===== config.mk =====
export PLATFORM = sky130hd
export DESIGN_NAME = led_cmd_exec
export DESIGN_NICKNAME = d
export VERILOG_FILES = /design/src/rtl/led_cmd_exec.sv
export SDC_FILE = /design/constraint.sdc
export NUM_CORES = 1
export LEC_CHECK = 0
export CAP_MARGIN = 25
export CORE_ASPECT_RATIO = 0.9
export CORE_MARGIN = 10
export CORE_UTILIZATION = 30
export CTS_BUF_LIST = sky130_fd_sc_hd__clkbuf_2
export DETAILED_ROUTE_END_ITERATION = 16
export PLACE_DENSITY_LB_ADDON = 0.1
export SYNTH_ARGS = -nofsm -noshare
export SYNTH_HDL_FRONTEND = slang
export SYNTH_SLANG_ARGS = --single-unit

===== constraint.sdc =====
create_clock -name sysclk -period 8.7 [get_ports sysclk]
set_clock_uncertainty 0.05 [all_clocks]
set_input_delay 2.175 -clock sysclk [delete_from_list [all_inputs] [get_ports sysclk]]
set_output_delay 2.175 -clock sysclk [all_outputs]
set_load 0.01 [all_outputs]

===== src/rtl/led_cmd_exec.sv =====
// Command execution stage: captures SPI frames, runs LED SET/READ against the
// brightness register file, ramps current toward target, and builds READ responses.
module led_cmd_exec #(
  parameter int NUM_LEDS  = 8,
  parameter int CMD_W     = 8,
  parameter int ADDR_W    = 8,
  parameter int PAYLOAD_W = 8,
  parameter int FRAME_W   = CMD_W + ADDR_W + PAYLOAD_W,
  parameter int RAMP_DIV  = 1000,
  parameter logic [CMD_W-1:0] CMD_NOP      = CMD_W'(0),
  parameter logic [CMD_W-1:0] CMD_LED_SET  = CMD_W'(1),
  parameter logic [CMD_W-1:0] CMD_LED_READ = CMD_W'(2)
) (
  input  logic                  sysclk,
  input  logic                  rst_n,
  input  logic                  i_cs,
  input  logic                  i_rx_dv,
  input  logic [CMD_W-1:0]      i_cmd,
  input  logic [ADDR_W-1:0]     i_addr,
  input  logic [PAYLOAD_W-1:0]  i_payload,
  output logic [NUM_LEDS*7-1:0] o_brightness,
  output logic [FRAME_W-1:0]    o_tx_frame,
  output logic                  o_tx_enb,
  output logic                  o_busy,
  output logic                  o_err,
  output logic [7:0]            o_err_cnt
);
  localparam int PW = $clog2(RAMP_DIV);

  typedef enum logic [1:0] {IDLE, EXEC, RESP} state_t;

  state_t                state_q;
  logic                  rx_dv_q, cs_low_q, tx_enb_q, err_q, busy_q;
  logic [CMD_W-1:0]      cmd_q;
  logic [ADDR_W-1:0]     addr_q;
  logic [PAYLOAD_W-1:0]  payload_q;
  logic [PW-1:0]         presc_q;
  logic [FRAME_W-1:0]    tx_frame_q;
  logic [7:0]            err_cnt_q;

  logic                  trigger, tick, addr_ok, set_ok;
  logic [NUM_LEDS*7-1:0] cur_all;
  logic [NUM_LEDS-1:0]   eq_all, diff_next;
  logic [6:0]            rd_cur;
  logic                  rd_eq;

  assign trigger = i_rx_dv & ~rx_dv_q & i_cs;
  assign tick    = (presc_q == PW'(RAMP_DIV - 1));
  assign addr_ok = (32'(addr_q) < NUM_LEDS);
  assign set_ok  = (state_q == EXEC) && (cmd_q == CMD_LED_SET) && addr_ok;

  // Per-LED current/target pair; an EXEC SET to this LED overrides the ramp tick.
  for (genvar gi = 0; gi < NUM_LEDS; gi++) begin : g_led
    logic [6:0] cur_q, cur_d, tgt_q, tgt_d;
    logic       hit;

    assign hit = set_ok && (32'(addr_q) == gi);

    always_comb begin
      cur_d = cur_q;
      tgt_d = tgt_q;
      if (hit) begin
        tgt_d = payload_q[7:1];
        if (!payload_q[0]) cur_d = payload_q[7:1];
      end else if (tick) begin
        if (cur_q < tgt_q)      cur_d = cur_q + 7'd1;
        else if (cur_q > tgt_q) cur_d = cur_q - 7'd1;
      end
    end

    always_ff @(posedge sysclk or negedge rst_n) begin
      if (!rst_n) begin
        cur_q <= '0;
        tgt_q <= '0;
      end else begin
        cur_q <= cur_d;
        tgt_q <= tgt_d;
      end
    end

    assign cur_all[7*gi +: 7] = cur_q;
    assign eq_all[gi]         = (cur_q == tgt_q);
    assign diff_next[gi]      = (cur_d != tgt_d);
  end

  always_comb begin
    rd_cur = '0;
    rd_eq  = 1'b0;
    for (int k = 0; k < NUM_LEDS; k++) begin
      if (32'(addr_q) == k) begin
        rd_cur = cur_all[7*k +: 7];
        rd_eq  = eq_all[k];
      end
    end
  end

  always_ff @(posedge sysclk or negedge rst_n) begin
    if (!rst_n) begin
      state_q    <= IDLE;
      rx_dv_q    <= 1'b0;
      cs_low_q   <= 1'b0;
      cmd_q      <= '0;
      addr_q     <= '0;
      payload_q  <= '0;
      presc_q    <= '0;
      tx_frame_q <= '0;
      tx_enb_q   <= 1'b0;
      err_q      <= 1'b0;
      err_cnt_q  <= '0;
      busy_q     <= 1'b0;
    end else begin
      rx_dv_q <= i_rx_dv;
      presc_q <= tick ? '0 : presc_q + PW'(1);
      busy_q  <= |diff_next;
      err_q   <= 1'b0;
      case (state_q)
        IDLE: begin
          if (trigger) begin
            cmd_q     <= i_cmd;
            addr_q    <= i_addr;
            payload_q <= i_payload;
            state_q   <= EXEC;
          end
        end
        EXEC: begin
          if (cmd_q == CMD_LED_SET && addr_ok) begin
            state_q <= IDLE;
          end else if (cmd_q == CMD_LED_READ && addr_ok) begin
            tx_frame_q <= {CMD_LED_READ, addr_q, rd_cur, rd_eq};
            tx_enb_q   <= 1'b1;
            cs_low_q   <= 1'b0;
            state_q    <= RESP;
          end else if (cmd_q == CMD_NOP) begin
            state_q <= IDLE;
          end else begin
            err_q <= 1'b1;
            if (err_cnt_q != 8'hFF) err_cnt_q <= err_cnt_q + 8'd1;
            if (cmd_q == CMD_LED_READ) begin
              tx_frame_q <= {CMD_LED_READ, addr_q, PAYLOAD_W'(0)};
              tx_enb_q   <= 1'b1;
              cs_low_q   <= 1'b0;
              state_q    <= RESP;
            end else begin
              state_q <= IDLE;
            end
          end
        end
        RESP: begin
          // A new frame pre-empts the response; otherwise wait for a full CS low->high.
          if (trigger) begin
            cmd_q     <= i_cmd;
            addr_q    <= i_addr;
            payload_q <= i_payload;
            tx_enb_q  <= 1'b0;
            state_q   <= EXEC;
          end else if (i_cs && cs_low_q) begin
            tx_enb_q <= 1'b0;
            state_q  <= IDLE;
          end else if (!i_cs) begin
            cs_low_q <= 1'b1;
          end
        end
        default: state_q <= IDLE;
      endcase
    end
  end

  assign o_brightness = cur_all;
  assign o_tx_frame   = tx_frame_q;
  assign o_tx_enb     = tx_enb_q;
  assign o_busy       = busy_q;
  assign o_err        = err_q;
  assign o_err_cnt    = err_cnt_q;
endmodule


### Word level (Yosys, flattened, before mapping)

Index checks and enable logic that the tools add are counted.

* flip-flop bits (word level): 185
* output and inout bits: 91
* logic and storage cells: 228
* input bits: 28

* magnitude comparators: 17
* bitwise gates (word level): 6
* equality and inequality tests: 38
* reductions and logical operators: 26
* muxes and demuxes: 95
* $add $sub $neg: 18

Operators by type and width (count)
* $mux W7: 56
* $mux W24: 3
* $add A7 B1 Y7 const B: 8
* $eq A7 B7 Y1: 8
* $gt A7 B7 Y1: 8
* $lt A7 B7 Y1: 8
* $ne A7 B7 Y1: 8
* $sub A7 B1 Y7 const B: 8
* $eq A8 B3 Y1 const B: 4
* $mux W1: 25
* $eq A8 B2 Y1 const B: 3
* $eq A8 B1 Y1 const B: 2
* $logic_not A8 Y1: 2
* $mux W2: 7
* $logic_and A1 B1 Y1: 13
* $ne A2 B2 Y1 const B: 6
* $add A10 B1 Y10 const B: 1
* $eq A10 B10 Y1 const B: 1
* $mux W10: 1
* $reduce_and A5 Y1: 2
* $add A8 B1 Y8 const B: 1
* $lt A8 B4 Y1 const B: 1
* $ne A8 B8 Y1 const B: 1
* $reduce_or A8 Y1: 1
* 14 further kinds: 22

### Longest topological paths before layout

* word-level depth: 10
* mapped depth: 14
* gate-level depth less buffers: 12

### Worst setup path before layout

Ideal clock, no wire load.

* path type: register to register
* start: register g_led[1].cur_q[0]
* end: register busy_q, in the netlist o_busy
* required time: 8.511 ns
* library setup time: 0.139 ns
* setup slack: 4.833 ns
* arrival time: 3.678 ns
* buffers on the path: 1
* stages on the path, launching flop included: 14
* path through: dfrtp_1 > clkbuf_1 > inv_1 > ha_1 > and3_1 > a2111oi_0 > o2111ai_1 > a211o_1 > o311a_1 > xnor2_1 > o2111ai_1 > a2111oi_0 > nand4b_1 > or4_1

* longest elaborated chain between the ends: 7
* elaborated cells on any way between the ends: 11
* classes of those cells: add/sub: 2; order compare: 2; eq/ne: 1; mux: 5; reduce/logical: 1

Ends and longest elaborated chain
* start: declaration: line 54 `logic [6:0] cur_q, cur_d, tgt_q, tgt_d;`
* start signal: assignment: line 76 `cur_q <= cur_d;`
* $sub A7 B1 Y7 or $gt A7 B7 Y1 (tied branches): line 67 `else if (cur_q > tgt_q) cur_d = cur_q - 7'd1;`
* $mux W7: line 67
* $mux W7 *: line 66 `if (cur_q < tgt_q) cur_d = cur_q + 7'd1;`
* $mux W7 *: line 65 `end else if (tick) begin`
* $mux W7 *: line 62 `if (hit) begin`
* via g_led[1].cur_d[6]: line 54
* $ne A7 B7 Y1 *: line 83 `assign diff_next[gi] = (cur_d != tgt_d);`
* $reduce_or A8 Y1 *: line 114 `busy_q <= |diff_next;`
* end signal: assignment: line 114
* end: declaration: line 33 `logic rx_dv_q, cs_low_q, tx_enb_q, err_q, busy_q;`

Mark *: on every way through the listed nets, which the timed path passes. The rest lies on a longest branch.
A chain may end at the register's enable or synchronous reset.

### Final worst setup path

* start: register addr_q[2]
* end: register busy_q, in the netlist o_busy

* longest elaborated chain between the ends: 6
* elaborated cells on any way between the ends: 43
* classes of those cells: order compare: 1; eq/ne: 15; mux: 16; reduce/logical: 11

Ends and longest elaborated chain
* start: declaration: line 35 `logic [ADDR_W-1:0] addr_q;`
* start signal: assignment: line 120 `addr_q <= i_addr;`
* start signal: assignment: line 152 `addr_q <= i_addr;`
* $lt A8 B4 Y1: line 49 `assign addr_ok = (32'(addr_q) < NUM_LEDS);`
* $logic_and A1 B1 Y1: line 50 `assign set_ok = (state_q == EXEC) && (cmd_q == CMD_LED_SET) && addr_ok;`
* $logic_and A1 B1 Y1 *: line 57 `assign hit = set_ok && (32'(addr_q) == gi);`
* $mux W7 *: line 62
* via g_led[5].cur_d[0]: line 54
* $ne A7 B7 Y1 *: line 83
* $reduce_or A8 Y1 *: line 114

Marked as above.

==> results.py <==
metrics = {
    "grt": {
        "first_global_vias": 11400,
        "grt_max_degree": 88,
        "gr-total-overflow": 0,
        "first_pass_grt_wire_length_mm": 80.1,
        "global_route_usage_over_all_layers_pct": 20.8,
        "antenna_found_initial": 5,
    },
    "worst_setup_path": {
        "crit_family": "simple AND/OR/NAND/NOR gates",
        "worst-endpoint-arrival_ns": 5.59,
        "crit_chain": "nor2b_1, and2_1, nand3_1, and4_1, or3_1, xnor2_1, o2111ai_1, a2111oi_0, nand4b_1, or4_1",
        "cpPeakStageDelay_ns": 0.86,
        "critical_path_top_delay_cell": "sky130_fd_sc_hd__dfrtp_1",
        "cp_data_required_time_ns": 9.52,
        "kind_of_end_point_of_the_critical_path": "register",
        "critical_path.startpoint_type": "register",
        "timing.critical_path.buf_inv": 0,
        "worst-path-max-fanout": 17,
        "worstSetupPathType": "register to register",
    },
    "clocking": {
        "worst_skew_pair.late_latency_ns": 0.97,
        "clock-root-buffer": "sky130_fd_sc_hd__clkbuf_2",
        "cts_resized": 0,
        "cts_hold_buf": 0,
        "cts_max_path_buffers": 2,
        "cts_inserted_buffers": 17,
        "tritoncts_num_sinks": 178,
        "clkTransAtPathRegs_ns": 0.29,
        "cts_max_level": 4,
        "tritoncts_clock_tree": "built",
        "post-cts-setup-buffer-count": 0,
    },
    "drt": {
        "number_of_design_rule_violations_left_by_the_first_detailed_router_iteration": 1586,
        "postRouteWirelength_mm": 54.0,
        "route.detailed.drc": 0,
        "detailroute.via_count": 12000,
        "vias_per_cell": 5.67,
        "post_drt_wl_per_cell_um": 25.6,
        "detail_route.first_pass.iterations": 6,
        "postRouteAntennaNets": 0,
    },
    "sta": {
        "layout_worst_path_cycle_share_pct": 54.8,
        "finalSetupViolations": 0,
        "rsz0062_at_grt": "no",
        "hold_viol": 0,
        "min_period_ns": 4.77,
        "worst_slew_pin_slew_ns": 0.966,
        "clock.fmax_ghz": 0.210,
        "max-slew-margin-rel_pct": 35.2,
        "slew_viol_final": 0,
        "setup_tns_ns": 0,
    },
    "yosys": {
        "synth_area_mm2": 0.0129,
        "yosysTopAreaCell": "sky130_fd_sc_hd__dfrtp_1",
        "synthTopCellsByCount": "178 x sky130_fd_sc_hd__dfrtp_1, 176 x sky130_fd_sc_hd__nand2_1, 112 x sky130_fd_sc_hd__o21ai_0",
        "yosys-top-cells-area": "sky130_fd_sc_hd__dfrtp_1 35%, sky130_fd_sc_hd__ha_1 7.2%, sky130_fd_sc_hd__nand2_1 5.1%, sky130_fd_sc_hd__o21ai_0 4.4%, sky130_fd_sc_hd__xnor2_1 4.0%",
        "ys.flop_type": "sky130_fd_sc_hd__dfrtp_1",
        "synth_warnings": 0,
        "seq_area_frac_synth_pct": 34.6,
        "async_set_reset_flop_share_out_of_synthesis_pct": 100,
        "avgSynthCellArea_um2": 8.67,
        "netlist.area_leader.share_pct": 34.6,
        "synth_edf_count": 0,
        "synthMostInstantiatedCell": "sky130_fd_sc_hd__dfrtp_1",
        "synthCells": 1485,
        "yosys.cell_types.count": 77,
        "synth.ff_latch_count": 178,
    },
    "cells_and_area": {
        "finish.net_count": 1648,
        "synthesis_to_finish_area_growth_pct": 14.8,
        "finish.cell_count_without_fillers": 2109,
        "final_layout_size_suffix_gt1_share_pct": 8.99,
        "fin_area_mm2": 0.0148,
    },
    "floorplan": {
        "fp.dieArea_mm2": 0.0516,
        "initial_utilization_pct": 30.6,
        "die_w_um": 238,
        "dieHeight_um": 217,
        "floorplan.rows": 71,
        "core_area_mm2": 0.0421,
        "io_pins": 119,
    },
    "place": {
        "hpwl_after_detailed_placement_mm": 39.8,
        "io_buffer_count": 111,
        "global_placer_s_final_weighted_congestion": 0.936,
        "place_inst": 2072,
        "place_area_mm2": 0.0145,
    },
    "hold_path": {
        "path_category_of_the_worst_min_delay_check": "register to register",
    },
    "run": {
        "cap_viol_max_count": 0,
    },
    "power_and_ir_drop": {
        "power_leakage_nw": 6.21,
        "pwr_density_cell_mw_per_mm2": 126,
        "power_switching_w": 0.000653,
        "p_seq_share_pct": 50.4,
        "pwr-share-clk_pct": 28.2,
        "switching_share_pct": 34.9,
        "ir_drop_v": 0.0000606,
        "combinational_cell_fraction_of_total_power_pct": 21.3,
        "cellInternalPower_w": 0.00122,
    },
    "status": {
        "status": "finished, final reports clean",
    },
}
## sequential cells by signal (all words and copies together), names as in the netlist
signal       count
g_led.tgt_q     56
o_err            1
g_led.cur_q     56
addr_q           8
rx_dv_q          1
state_q          2
o_busy           1
presc_q         10
o_err_cnt        8
cmd_q            8
o_tx_enb         1
cs_low_q         1
o_tx_frame      17
payload_q        8
## stage by stage
step | power (W) | hold slack, ns | util (%) | setup WS (ns)
floorplan | 0.00113 | 0.399 | - | 4.83
finish | 0.00187 | 0.453 | 35.1 | 3.93
detailed placement | 0.00135 | 0.407 | 34.3 | 4.10
global route | 0.00195 | 0.479 | 35.1 | 3.64
CTS | 0.00188 | 0.456 | 35.0 | 3.99
global placement | 0.00135 | 0.400 | 34.3 | 3.94
## logic make-up after synthesis
family / count (synthesis) / share of synthesized area [%]
flops: 178 / 34.6
compound gates: 358 / 18.4
other cells: 1 / 0.0291
buf+inv: 188 / 6.06
fa+ha+maj: 74 / 7.19
simple gates: 526 / 20.4
mux: 60 / 6.52
xor+xnor: 100 / 6.80
## power by group through the flow
stage | clock (W) | sequential, W | combinational (W)
3_5_place_dp | 0 | 0.000961 | 0.000385
3_3_place_gp | 0 | 0.000962 | 0.000386
4_1_cts | 0.000543 | 0.000948 | 0.000387
2_1_floorplan | 0 | 0.000925 | 0.000205
5_1_grt | 0.000575 | 0.000949 | 0.000424
6_report | 0.000528 | 0.000942 | 0.000399
## routing by layer
layer	routed length (um)	track usage, %	share of wire [%]	up-vias
li1	-	-	-	5500
met1	25200	29.3	47	5918
met2	23800	31.5	44	474
met3	3860	4.52	7.1	75
met4	1090	5.40	2.0	0
met5	0	0	0	-
## area by class of cell
cell class                 instances  area (um^2)
clock inverter                     9          158
antenna                            4         10.0
timing repair buffer             138         1350
clock buffer                      22          110
fill                            4400        27300
tap                              547          684
sequential                       178         4450
multi-input combinational       1125         7700
inverter                          86          323
## cells in the final DEF, fill, tap and decap left out, types with 12 or more instances in the layout
master / count
sky130_fd_sc_hd__clkbuf_2: 22
sky130_fd_sc_hd__nand4_1: 34
sky130_fd_sc_hd__and3_1: 17
sky130_fd_sc_hd__inv_1: 86
sky130_fd_sc_hd__nand3_1: 64
sky130_fd_sc_hd__ha_1: 74
sky130_fd_sc_hd__mux2_2: 31
sky130_fd_sc_hd__nor2_1: 94
sky130_fd_sc_hd__nor3_1: 31
sky130_fd_sc_hd__dfrtp_1: 178
sky130_fd_sc_hd__mux4_2: 16
sky130_fd_sc_hd__xnor2_1: 59
sky130_fd_sc_hd__nor4_1: 18
sky130_fd_sc_hd__xor2_1: 41
sky130_fd_sc_hd__o211ai_1: 15
sky130_fd_sc_hd__o21a_1: 13
sky130_fd_sc_hd__o21ai_0: 112
sky130_fd_sc_hd__buf_4: 25
sky130_fd_sc_hd__a211oi_1: 12
sky130_fd_sc_hd__a21oi_1: 66
sky130_fd_sc_hd__clkdlybuf4s50_1: 110
sky130_fd_sc_hd__nand2_1: 176
sky130_fd_sc_hd__mux2i_1: 13
## final timing paths
| kind | startpoint | endpoint | slack [ns] | depth (start not counted) |
|---|---|---|---|---|
| max reg2reg | addr_q[2] | o_busy | 3.93 | 10 |
| min reg2reg | presc_q[0] | presc_q[0] | 0.45 | 1 |
| min | presc_q[0] | presc_q[0] | 0.45 | 1 |
| min in group asynchronous | rst_n | o_tx_frame[0] | 1.17 | 1 |
| max in group asynchronous | rst_n | g_led[6].cur_q[3] | 6.09 | 2 |
| max | addr_q[2] | o_busy | 3.93 | 10 |
No activity file was read; power rests on OpenSTA's default activity.
